## config.mk

```make
export PLATFORM = sky130hd
export DESIGN_NAME = lm35_temp_reader
export DESIGN_NICKNAME = d
export VERILOG_FILES = /design/src/rtl/lm35_temp_reader.sv
export SDC_FILE = /design/constraint.sdc
export NUM_CORES = 1
export LEC_CHECK = 0
export ABC_AREA = 0
export CAP_MARGIN = 5
export CORE_ASPECT_RATIO = 0.5
export CORE_MARGIN = 4
export CORE_UTILIZATION = 51
export DETAILED_ROUTE_END_ITERATION = 7
export GPL_TIMING_DRIVEN = 0
export PLACE_DENSITY_LB_ADDON = 0.2
export SLEW_MARGIN = 20
export SYNTH_ARGS = -nofsm -noshare
export SYNTH_HDL_FRONTEND = slang
export SYNTH_SLANG_ARGS = --single-unit
```

## constraint.sdc

```tcl
create_clock -name CLK -period 3.2 [get_ports CLK]
set_clock_uncertainty 0.05 [all_clocks]
set_input_delay 0.32 -clock CLK [delete_from_list [all_inputs] [get_ports CLK]]
set_output_delay 0.32 -clock CLK [all_outputs]
set_load 0.005 [all_outputs]
```

## src/rtl/lm35_temp_reader.sv

```systemverilog
// LM35DM temperature reader: frames an 8-bit serial ADC conversion, averages
// 2^AVG_LOG2 samples and raises a hysteretic over-temperature flag.
module lm35_temp_reader #(
  parameter int unsigned CLK_DIV         = 4,
  parameter int unsigned SAMPLE_INTERVAL = 4096,
  parameter int unsigned AVG_LOG2        = 2,
  parameter logic [7:0]  TEMP_HI         = 8'd45,
  parameter logic [7:0]  TEMP_LO         = 8'd40
) (
  input  logic       CLK,
  input  logic       RESET,
  input  logic       ENABLE,
  input  logic       ADC_DOUT,
  output logic       ADC_CS_N,
  output logic       ADC_SCLK,
  output logic [7:0] SAMPLE,
  output logic [7:0] TEMP,
  output logic       TEMP_VALID,
  output logic       OVERTEMP,
  output logic       BUSY
);

  localparam int unsigned DIVW  = (CLK_DIV > 1) ? $clog2(CLK_DIV) : 1;
  localparam int unsigned IVW   = (SAMPLE_INTERVAL > 1) ? $clog2(SAMPLE_INTERVAL) : 1;
  localparam int unsigned ACCW  = 8 + AVG_LOG2;
  localparam int unsigned CNTW  = AVG_LOG2 + 1;
  localparam int unsigned NSAMP = 1 << AVG_LOG2;

  typedef enum logic [2:0] {
    S_IDLE,
    S_SELECT,
    S_SHIFT,
    S_DESELECT,
    S_ACCUM
  } state_t;

  state_t          state, state_nx;
  logic [DIVW-1:0] div, div_nx;
  logic [4:0]      ph, ph_nx;
  logic [IVW-1:0]  interval;
  logic [7:0]      shreg;
  logic [ACCW-1:0] accum;
  logic [CNTW-1:0] count;
  logic            publish;
  logic            aborted;
  logic            div_last;
  logic            start;
  logic            capture;
  logic            cs_n_nx;
  logic            sclk_nx;
  logic            busy_nx;
  logic [7:0]      temp_nx;

  always_ff @(posedge CLK or posedge RESET) begin
    if (RESET) state <= S_IDLE;
    else       state <= state_nx;
  end

  // ph counts SCLK half-periods (18 per frame); even ph = SCLK high.
  always_comb begin
    div_last = (div == DIVW'(CLK_DIV - 1));
    start    = ENABLE && (interval == '0);
    state_nx = state;
    case (state)
      S_IDLE:     if (start) state_nx = S_SELECT;
      S_SELECT:   if (div_last) state_nx = S_SHIFT;
      S_SHIFT:    if (div_last && ph == 5'd17) state_nx = S_DESELECT;
      S_DESELECT: if (div_last) state_nx = S_ACCUM;
      S_ACCUM:    state_nx = S_IDLE;
      default:    state_nx = S_IDLE;
    endcase
    div_nx  = (state == S_IDLE || state_nx != state || div_last) ? '0 : div + 1'b1;
    ph_nx   = (state != S_SHIFT) ? '0 : (div_last ? ph + 5'd1 : ph);
    capture = (state == S_SHIFT) && div_last && !ph[0];
    cs_n_nx = !(state_nx == S_SELECT || state_nx == S_SHIFT);
    busy_nx = (state_nx == S_SELECT || state_nx == S_SHIFT || state_nx == S_DESELECT);
    sclk_nx = (state_nx == S_SHIFT) && !ph_nx[0];
    temp_nx = 8'(accum >> AVG_LOG2);
  end

  always_ff @(posedge CLK or posedge RESET) begin
    if (RESET) begin
      div        <= '0;
      ph         <= '0;
      interval   <= '0;
      shreg      <= '0;
      accum      <= '0;
      count      <= '0;
      publish    <= 1'b0;
      aborted    <= 1'b0;
      ADC_CS_N   <= 1'b1;
      ADC_SCLK   <= 1'b0;
      BUSY       <= 1'b0;
      SAMPLE     <= '0;
      TEMP       <= '0;
      TEMP_VALID <= 1'b0;
      OVERTEMP   <= 1'b0;
    end else begin
      div      <= div_nx;
      ph       <= ph_nx;
      ADC_CS_N <= cs_n_nx;
      ADC_SCLK <= sclk_nx;
      BUSY     <= busy_nx;

      if (state == S_IDLE && start)  interval <= IVW'(SAMPLE_INTERVAL - 1);
      else if (!ENABLE)              interval <= '0;
      else if (interval != '0)       interval <= interval - 1'b1;

      // The null bit shifts in first and falls off the top after 8 more bits.
      if (capture) shreg <= {shreg[6:0], ADC_DOUT};
      if (state == S_SHIFT && state_nx == S_DESELECT) SAMPLE <= shreg;

      if (state == S_IDLE && start) aborted <= 1'b0;
      else if (state != S_IDLE && !ENABLE) aborted <= 1'b1;

      TEMP_VALID <= 1'b0;
      publish    <= 1'b0;
      // Publishing lags the accumulate by one cycle so TEMP reads the final sum.
      if (state == S_ACCUM) begin
        if (aborted || !ENABLE) begin
          accum <= '0;
          count <= '0;
        end else begin
          accum   <= accum + ACCW'(SAMPLE);
          count   <= count + 1'b1;
          publish <= (count == CNTW'(NSAMP - 1));
        end
      end else if (publish) begin
        TEMP       <= temp_nx;
        TEMP_VALID <= 1'b1;
        accum      <= '0;
        count      <= '0;
        if (temp_nx >= TEMP_HI)      OVERTEMP <= 1'b1;
        else if (temp_nx <= TEMP_LO) OVERTEMP <= 1'b0;
      end else if (state == S_IDLE && !ENABLE) begin
        accum <= '0;
        count <= '0;
      end
    end
  end

endmodule

```

==> results of run 1 <==
sequential cells by signal, indices dropped and copies added, names as in the netlist:
name and flops:
interval 12, accum 10, SAMPLE 8, TEMP 8, shreg 8, ph 5
count 3, state 3, div 2, ADC_CS_N 1, ADC_SCLK 1, BUSY 1
OVERTEMP 1, TEMP_VALID 1, aborted 1, publish 1
cells by family (layout without fill, tap and decap cells):
kind of cell               Yosys count  in the layout  synth area share, %
muxes                               18             18                 6.19
xor gates and xnor gates            12             12                 3.23
AOI/OAI and AO/OA                   63             63                 13.3
DFF                                 66             66                 50.7
and+or+nand+nor                    112            112                 17.2
buffers and inverters               21             61                 2.96
adders and majority gates           16             16                 6.38
Yosys cell counts, types with 2 or more instances:
| cell type | number |
|---|---|
| o31a_1 | 2 |
| nor3_1 | 10 |
| or2_1 | 2 |
| a311oi_1 | 2 |
| clkbuf_1 | 5 |
| buf_6 | 2 |
| nand2b_1 | 2 |
| a31oi_1 | 2 |
| ha_1 | 15 |
| a22o_1 | 5 |
| nand3_1 | 6 |
| and3_1 | 2 |
| nor3_2 | 2 |
| mux2_2 | 17 |
| o21ai_0 | 20 |
| a221o_1 | 2 |
| nand2_1 | 43 |
| clkinv_1 | 2 |
| buf_2 | 2 |
| a211oi_1 | 7 |
| a21oi_1 | 8 |
| xor2_1 | 7 |
| o2111ai_1 | 2 |
| nor4_1 | 2 |
| and2_1 | 4 |
| o31ai_1 | 2 |
| dfrtp_1 | 65 |
| xnor2_1 | 5 |
| inv_1 | 10 |
| nand4_1 | 2 |
| nor2b_1 | 3 |
| nor2_1 | 21 |
report_power, final:
part	internal (mW)	switching, mW	leakage, nW
sequential	0.962	0.0885	0.891
combinational	0.307	0.407	0.783
clock	0.617	0.341	0.142
routing by layer:
metal  share of wire [%]  GRT usage, %
met1                  49          23.5
met2                  45          29.2
met3                 5.3          7.67
met4                 1.3          6.07
met5                   0             0
worst reg2reg max path, stage by stage (launching register included):
cell	delay, ns
dfrtp_1	0.40
ha_1	0.26
fa_1	0.41
a21o_1	0.20
a2111oi_2	0.38
a21oi_1	0.19
o21bai_1	0.19
a22o_1	0.16
final timing paths:
check / startpoint / end / cells after the start
setup / recovery: SAMPLE[0] / accum[8] / 7
hold / removal: RESET / interval[1] / 2
setup reg to reg: SAMPLE[0] / accum[8] / 7
hold reg to reg: div[0] / div[0] / 1
max in group asynchronous: RESET / ADC_CS_N / 3
min in group CLK: div[0] / div[0] / 1
layout make-up:
type                    count  area [um2]
repair buffers             25         268
flip-flops and latches     66        1650
clock buffers              12         246
well taps                  88         110
multi-input cells         221        1510
clock inverters             3        40.0
inverters                  12        47.5
plain buffers               9        51.3
fillers                   497        2210
layout by cell type, fill, tap and decap left out, types with 3 or more instances in the layout:
cell type / synthesis / routed
o21ai_0: 20 / 20
nor2_1: 21 / 21
clkbuf_16: 0 / 9
nand3_1: 6 / 6
a211oi_1: 7 / 7
a22o_1: 5 / 5
a21oi_1: 8 / 8
mux2_2: 17 / 17
and2_1: 4 / 4
clkdlybuf4s50_1: 0 / 24
xor2_1: 7 / 7
ha_1: 15 / 15
dfrtp_1: 65 / 65
clkbuf_1: 5 / 7
nand2_1: 43 / 43
nor2b_1: 3 / 3
inv_1: 10 / 9
nor3_1: 10 / 10
xnor2_1: 5 / 5
per-stage QoR:
stage          power, mW  util [%]
6_report            2.72      64.0
5_1_grt             2.89      64.0
3_3_place_gp        1.73      58.8
3_5_place_dp        1.77      59.3
2_1_floorplan       1.59         -
4_1_cts             2.74      64.0
==> out/results.txt, run 1 <==
via count: 2411
# H-tree levels: 3
GRT overflow: 0
CTS tree: yes
Seq/Total Area, Yosys: 50.7%
WP buf/inv: 0
fin crit share: 71.7%
post-layout minimum cycle time: 2.30 ns
Post-synth EDFFs: 0
final hold violation count: 0
IO buf count: 24
Rows: 20
CTS Hold Buffers Added: 0
DRC: 0
drt pass-1 iters: 4
max_cap viols: 0
nets@finish: 364
R2R Setup Slk: 0.90 ns
largest net degree at the start of global routing: 62
total negative setup slack: 0 ns
Placement Setup Slack: 0.920 ns
Synth Register Bits: 66
HP Class: primary input to asynchronous set/reset pin
Async S/R FF share, synth: 100%
CP endpoint kind: flop
critical path cell sequence: ha_1 -> fa_1 -> a21o_1 -> a2111oi_2 -> a21oi_1 -> o21bai_1 -> a22o_1
antenna violations before repair: 0
cts repair resizes: 0
fmax: 436 MHz
Final ANT Viol Nets: 0
synth unique cells: 59
CTS Sinks: 66
Cells after Synth: 308
Final Max Tran Viols: 0
top-area cell type share of the netlist area: 49.9%
Ys Warns: 0
required time of the critical path: 3.42 ns
final setup vio count: 0
crit-path max FO: 3
Die W: 121 um
placed cell area: 3640 um2
cell area after synthesis: 3260 um2
Finished Layout Cells: 436
cell area after layout: 3920 um2
GRT Total Usage: 18.6%
Final HPWL DP: 4430 um
core area: 6130 um2
RSZ-0062 raised after global routing: false
RD Place Congestion: 0.831
DIE HEIGHT: 64.5 um
Peak VDD IR: 0.313 mV
placed cells: 421
Pwr Density: 694 nW/um2
slowest CP cell: fa_1
drt via density: 5.53
worst stage delay on the critical path: 0.41 ns
Rel. slew slack: 56.6%
status: completed
CP Class: flop to flop
vias in the first global route: 2426
leakage: 1.82 nW
WL/cell: 14.7 um
layout cells sized above 1: 13.2%
CTS clk-pin slew, worst paths: 0.05 ns
Syn Area/Cell: 10.6 um2
Routed Wire Length: 6400 um
# IOs: 25
Starting Density: 53.1%
Num CTS Buffers: 9
PnR worst setup slack: 0.905 ns
die area: 7810 um2
Slew @ Worst Pin: 0.646 ns
Diodes inserted: 0
initial drt markers: 176
largest area contributor in the netlist: dfrtp_1
hold_ws: 0.175 ns
Synth area leaders: dfrtp_1, mux2_2, ha_1
CTS root buffer: clkbuf_16
prevailing post-synth register cell: dfrtp_1
critical path launch point type: flop
global-route wire length before repair: 11300 um
CTS Buffer Depth: 2
cell family with most CP delay: compound AO/OA/AOI/OAI gates
Clock Latency Late Sink: 0.33 ns
Worst Path Arrival: 2.51 ns
Post-CTS Setup Inserts: 0
Syn-to-layout area delta: 20.5%
syn_nets: 328
Note: power is estimated with default switching activity, not from simulation.
==> run 2, diff against run 1 <==
==> constraint.sdc (replaced) <==
create_clock -name CLK -period 2 [get_ports CLK]
set_clock_uncertainty 0.05 [all_clocks]
set_input_delay 0.2 -clock CLK [delete_from_list [all_inputs] [get_ports CLK]]
set_output_delay 0.2 -clock CLK [all_outputs]
set_load 0.005 [all_outputs]
==> out/results.txt, run 2 (synthesis results as in run 1) <==
DRC: 0 (unchanged)
via count: 2511 (was 2411)
RSZ-0062 raised after global routing: true (was false)
layout cells sized above 1: 23.8% (was 13.2%)
drt via density: 5.58 (was 5.53)
fill count: 448 (was 497)
status: finished with violations (was completed)
Clock Latency Late Sink: 0.34 ns (was 0.33 ns)
PnR worst setup slack: -0.0363 ns (was 0.905 ns)
final hold violation count: 0 (unchanged)
final setup vio count: 1 (was 0)
CTS Buffer Depth: 2 (unchanged)
CTS Sinks: 66 (unchanged)
Rows: 20 (unchanged)
CP endpoint kind: flop (unchanged)
Die W: 121 um (unchanged)
GRT overflow: 0 (unchanged)
Most flops, register: interval (unchanged)
nets@finish: 377 (was 364)
Final ANT Viol Nets: 0 (unchanged)
multi-input gate area in the final layout: 1660 um2 (was 1510 um2)
Worst Path Arrival: 2.26 ns (was 2.51 ns)
Slew @ Worst Pin: 0.466 ns (was 0.646 ns)
Syn-to-layout area delta: 28.3% (was 20.5%)
Reg-to-Reg Start: accum[0] (was SAMPLE[0])
CTS tree: yes (unchanged)
Final HPWL DP: 4620 um (was 4430 um)
drt pass-1 iters: 4 (unchanged)
failing checks: negative setup slack
largest net degree at the start of global routing: 44 (was 62)
Final Max Tran Viols: 0 (unchanged)
HP Class: primary input to asynchronous set/reset pin (unchanged)
GRT Total Usage: 19.2% (was 18.6%)
max_cap viols: 0 (unchanged)
Starting Density: 53.1% (unchanged)
hold_ws: 0.134 ns (was 0.175 ns)
fin crit share: 102% (was 71.7%)
critical path launch point type: flop (unchanged)
DIE HEIGHT: 64.5 um (unchanged)
WL/cell: 15.4 um (was 14.7 um)
leakage: 1.88 nW (was 1.82 nW)
Routed Wire Length: 6950 um (was 6400 um)
Pwr Density: 1080 nW/um2 (was 694 nW/um2)
commonest non-fill, non-tap cell in the layout: dfrtp_1 (unchanged)
Reg area: 1660 um2 (was 1650 um2)
crit-path max FO: 2 (was 3)
most frequent cells in the layout: dfrtp_1, nand2_1, clkdlybuf4s50_1 (unchanged)
core area: 6130 um2 (unchanged)
post-layout minimum cycle time: 2.04 ns (was 2.30 ns)
Num CTS Buffers: 9 (unchanged)
Diodes inserted: 0 (unchanged)
number of flip-flops in the largest register: 12 (unchanged)
CTS clk-pin slew, worst paths: 0.05 ns (about the same)
Critical R2R Capture: accum[8] (unchanged)
RD Place Congestion: 0.819 (was 0.831)
die area: 7810 um2 (unchanged)
global-route wire length before repair: 11700 um (was 11300 um)
Total Power: 4.50 mW (was 2.72 mW)
IO buf count: 24 (unchanged)
CTS root buffer: clkbuf_16 (unchanged)
# IOs: 25 (unchanged)
fmax: 491 MHz (was 436 MHz)
Worst Reg2Reg Path Length in Cells: 7 (unchanged)
antenna violations before repair: 0 (unchanged)
required time of the critical path: 2.23 ns (was 3.42 ns)
vias in the first global route: 2516 (was 2426)
CP Class: flop to flop (unchanged)
Largest regs: interval x12, accum x10 (unchanged)
initial drt markers: 205 (was 176)
R2R Setup Slk: -0.04 ns (was 0.90 ns)
Peak VDD IR: 0.439 mV (was 0.313 mV)
# H-tree levels: 3 (unchanged)
Rel. slew slack: 68.8% (was 56.6%)
==> run 2: cell count changes in the layout (fill, tap and decap cells not counted), moves of 3 or more <==
cell	change
ha_1	-6
o21ai_0	-3
a211oi_2	+3
ha_4	+5
buf_4	+13
a211oi_1	-3
a21oi_1	-3
==> run 2: metrics by stage <==
stage / instance area (um2) / setup WS (ns) / instances / utilization, % / setup TNS [ns]
detailed placement: 3640 / -0.262 / 421 / 59.4 / -1.56
floorplan: 3270 / 0.00496 / 308 / - / 0
finish: 4180 / -0.0363 / 450 / 68.2 / -0.0363
global placement: 3620 / -0.964 / 420 / 59.1 / -63.69
global route: 4180 / -0.131 / 450 / 68.2 / -0.259
CTS: 4070 / -0.0836 / 447 / 66.4 / -0.104
==> run 2: power by group <==
part	switching, mW	internal [mW]
Clock	0.542	0.994
Sequential	0.159	1.54
Combinational	0.702	0.562
Total	1.40	3.09
==> run 2: how the worst max path moves through the flow <==
stage,end,cells after the start,startpoint,slack (ns)
floorplan,accum[8],6,SAMPLE[0],0.005
global placement,SAMPLE[4],2,RESET,-0.96
detailed placement,accum[9],5,ENABLE,-0.26
CTS,accum[8],7,accum[0],-0.08
global route,accum[8],7,accum[0],-0.13
finish,accum[8],7,accum[0],-0.04
==> run 2: critical path, cell delays in order (launching register included) <==
cell       delay [ns]
dfrtp_1          0.39
ha_2             0.20
fa_2             0.35
a21o_1           0.23
a2111oi_4        0.35
a21oi_2          0.12
o21bai_1         0.15
a22o_1           0.14
==> run 2: repair_timing <==
action	in CTS	in global routing
hold buffers	0	0
setup endpoints to repair	21	19
gates resized for setup	10	22
buffers inserted	10	4
pin swaps	11	18
hold endpoints to repair	0	0
==> run 2: cell type report <==
| class | count | share of cell area, % |
|---|---|---|
| plain buffers | 9 | 1.23 |
| clock buffers | 13 | 5.99 |
| clock inverters | 3 | 0.958 |
| inverters | 12 | 1.23 |
| multi-input cells | 221 | 39.8 |
| flip-flops and latches | 66 | 39.6 |
| well taps | 88 | 2.63 |
| repair buffers | 38 | 8.56 |
==> run 2: metal layers <==
| metal | vias to the layer above | track usage (%) | wire length, um |
|---|---|---|---|
| met2 | 60 | 30.8 | 3330 |
| met5 | - | 0 | 0 |
| met1 | 1241 | 24.0 | 3200 |
| li1 | 1197 | - | - |
| met4 | 0 | 7.20 | 102 |
| met3 | 13 | 7.06 | 315 |
==> run 3, diff against run 2 <==
--- a/config.mk
+++ b/config.mk
@@ -8,12 +8,11 @@
 export ABC_AREA = 0
 export CAP_MARGIN = 5
 export CORE_ASPECT_RATIO = 0.5
-export CORE_MARGIN = 4
+export CORE_MARGIN = 1
 export CORE_UTILIZATION = 51
 export DETAILED_ROUTE_END_ITERATION = 7
 export GPL_TIMING_DRIVEN = 0
 export PLACE_DENSITY_LB_ADDON = 0.2
-export SLEW_MARGIN = 20
 export SYNTH_ARGS = -nofsm -noshare
 export SYNTH_HDL_FRONTEND = slang
 export SYNTH_SLANG_ARGS = --single-unit
==> out/results.txt, run 3 (synthesis results as in run 1) <==
cell area after layout: 4100 um2 (was 4180 um2)
Final HPWL DP: 4500 um (was 4620 um)
Clock Power Share: 31.6% (was 34.1%)
number of flip-flops in the largest register: 12 (unchanged)
most frequent cells in the layout: dfrtp_1, nand2_1, clkdlybuf4s50_1 (unchanged)
CP endpoint kind: flop (unchanged)
Sw Pwr: 1.43 mW (was 1.40 mW)
CTS Buffer Depth: 2 (unchanged)
CTS root buffer: clkbuf_16 (unchanged)
Syn-to-layout area delta: 25.9% (was 28.3%)
Total Power: 4.42 mW (was 4.50 mW)
IO buf count: 24 (unchanged)
Final Max Tran Viols: 0 (unchanged)
layout cells sized above 1: 21.7% (was 23.8%)
CTS tree: yes (unchanged)
slowest CP cell: dfrtp_1 (unchanged)
failing checks: negative setup slack (unchanged)
Slew @ Worst Pin: 0.548 ns (was 0.466 ns)
global-route wire length before repair: 11500 um (was 11700 um)
WP buf/inv: 0 (unchanged)
Pwr Density: 1080 nW/um2 (about the same)
post-layout minimum cycle time: 2.05 ns (was 2.04 ns)
Diodes inserted: 0 (unchanged)
crit-path max FO: 2 (unchanged)
Num CTS Buffers: 9 (unchanged)
Final ANT Viol Nets: 0 (unchanged)
cell family with most CP delay: compound AO/OA/AOI/OAI gates (unchanged)
PnR worst setup slack: -0.0529 ns (was -0.0363 ns)
status: finished with violations (unchanged)
internal power: 2.99 mW (was 3.09 mW)
DRC: 0 (unchanged)
largest net degree at the start of global routing: 43 (was 44)
GRT Total Usage: 23.0% (was 19.2%)
nets@finish: 374 (was 377)
HP Class: primary input to asynchronous set/reset pin (unchanged)
core area: 6110 um2 (was 6130 um2)
die area: 6730 um2 (was 7810 um2)
CTS clk-pin slew, worst paths: 0.05 ns (about the same)
Die W: 115 um (was 121 um)
Largest regs: interval x12, accum x10 (unchanged)
drt via density: 5.55 (was 5.58)
# IOs: 25 (unchanged)
total negative setup slack: -0.0636 ns (was -0.0363 ns)
Worst Path Arrival: 2.27 ns (was 2.26 ns)
worst stage delay on the critical path: 0.38 ns (was 0.39 ns)
fill count: 480 (was 448)
fin crit share: 103% (was 102%)
Routed Wire Length: 6860 um (was 6950 um)
critical path cell sequence: ha_2 -> fa_2 -> a21o_1 -> a2111oi_4 -> a21oi_2 -> o21bai_1 -> a22o_1 (unchanged)
CTS Sinks: 66 (unchanged)
sequential share of power: 38.5% (was 37.8%)
fmax: 487 MHz (was 491 MHz)
max_cap viols: 0 (unchanged)
initial drt markers: 158 (was 205)
Starting Density: 53.3% (was 53.1%)
Reg area: 1650 um2 (was 1660 um2)
DIE HEIGHT: 58.5 um (was 64.5 um)
Rel. slew slack: 63.4% (was 68.8%)
CTS Hold Buffers Added: 0 (unchanged)
vias in the first global route: 2427 (was 2516)
Gate power share: 29.9% (was 28.1%)
GRT overflow: 0 (unchanged)
multi-input gate area in the final layout: 1640 um2 (was 1660 um2)
Peak VDD IR: 0.472 mV (was 0.439 mV)
# H-tree levels: 3 (unchanged)
leakage: 1.86 nW (was 1.88 nW)
final hold violation count: 0 (unchanged)
drt pass-1 iters: 4 (unchanged)
via count: 2483 (was 2511)
antenna violations before repair: 0 (unchanged)
Most flops, register: interval (unchanged)
critical path launch point type: flop (unchanged)
CP Class: flop to flop (unchanged)
commonest non-fill, non-tap cell in the layout: dfrtp_1 (unchanged)
required time of the critical path: 2.22 ns (was 2.23 ns)
RD Place Congestion: 0.829 (was 0.819)
Clock Latency Late Sink: 0.33 ns (was 0.34 ns)
Rows: 20 (unchanged)
final setup vio count: 2 (was 1)
placed cell area: 3640 um2 (about the same)
WL/cell: 15.4 um (about the same)
RSZ-0062 raised after global routing: true (unchanged)
switching part of the total: 32.3% (was 31.2%)
-- run 3: power by group through the flow --
stage               Sequential [mW]  Clock [mW]  Combinational [mW]
floorplan                      1.67           0               0.872
global placement               1.69           0                1.08
detailed placement             1.70           0                1.12
CTS                            1.69        1.44                1.17
global route                   1.73        1.50                1.46
finish                         1.70        1.40                1.32
-- run 3: routing by layer --
layer | vias to the layer above | part of all wire, % | global-route usage, %
met5 | - | 0 | 0
met1 | 1213 | 46 | 29.5
met3 | 12 | 4.5 | 7.62
met2 | 61 | 48 | 36.1
met4 | 0 | 1.6 | 10.8
li1 | 1197 | - | -
-- run 3: timing repair --
item | in CTS | in global routing
gates resized for setup | 10 | 16
setup endpoints to repair | 20 | 20
endpoints found under the hold margin | 0 | 0
pin swaps | 6 | 9
buffers inserted | 3 | 7
-- run 3: cell type report --
type / instances / area share, %
clock inverters: 3 / 0.366
plain buffers: 9 / 1.25
well taps: 88 / 2.69
repair buffers: 35 / 8.18
inverters: 12 / 1.10
multi-input cells: 221 / 40.0
flip-flops and latches: 66 / 40.3
clock buffers: 13 / 6.11
-- run 3: stage by stage --
step | hold slack, ns | util, % | instances | setup WS (ns)
6_report | 0.192 | 67.1 | 447 | -0.0529
4_1_cts | 0.198 | 65.2 | 440 | -0.0930
2_1_floorplan | 0.301 | - | 308 | 0.00496
3_3_place_gp | 0.377 | 59.3 | 420 | -0.922
5_1_grt | 0.243 | 67.1 | 447 | -0.139
3_5_place_dp | 0.393 | 59.7 | 421 | -0.193
-- run 3: path summary, 6_finish.rpt --
path	start	to	slack (ns)	depth (start not counted)
max	accum[0]	accum[8]	-0.05	7
min	RESET	ph[0]	0.19	2
max reg2reg	accum[0]	accum[8]	-0.05	7
min reg2reg	div[0]	div[0]	0.39	1
max in group asynchronous	RESET	shreg[7]	1.10	3
min in group CLK	div[0]	div[0]	0.39	1
-- run 3: worst reg2reg max path: stages, from the launching register on --
cell	delay, ns
dfrtp_1	0.38
ha_2	0.21
fa_2	0.36
a21o_1	0.21
a2111oi_4	0.38
a21oi_2	0.13
o21bai_1	0.14
a22o_1	0.14
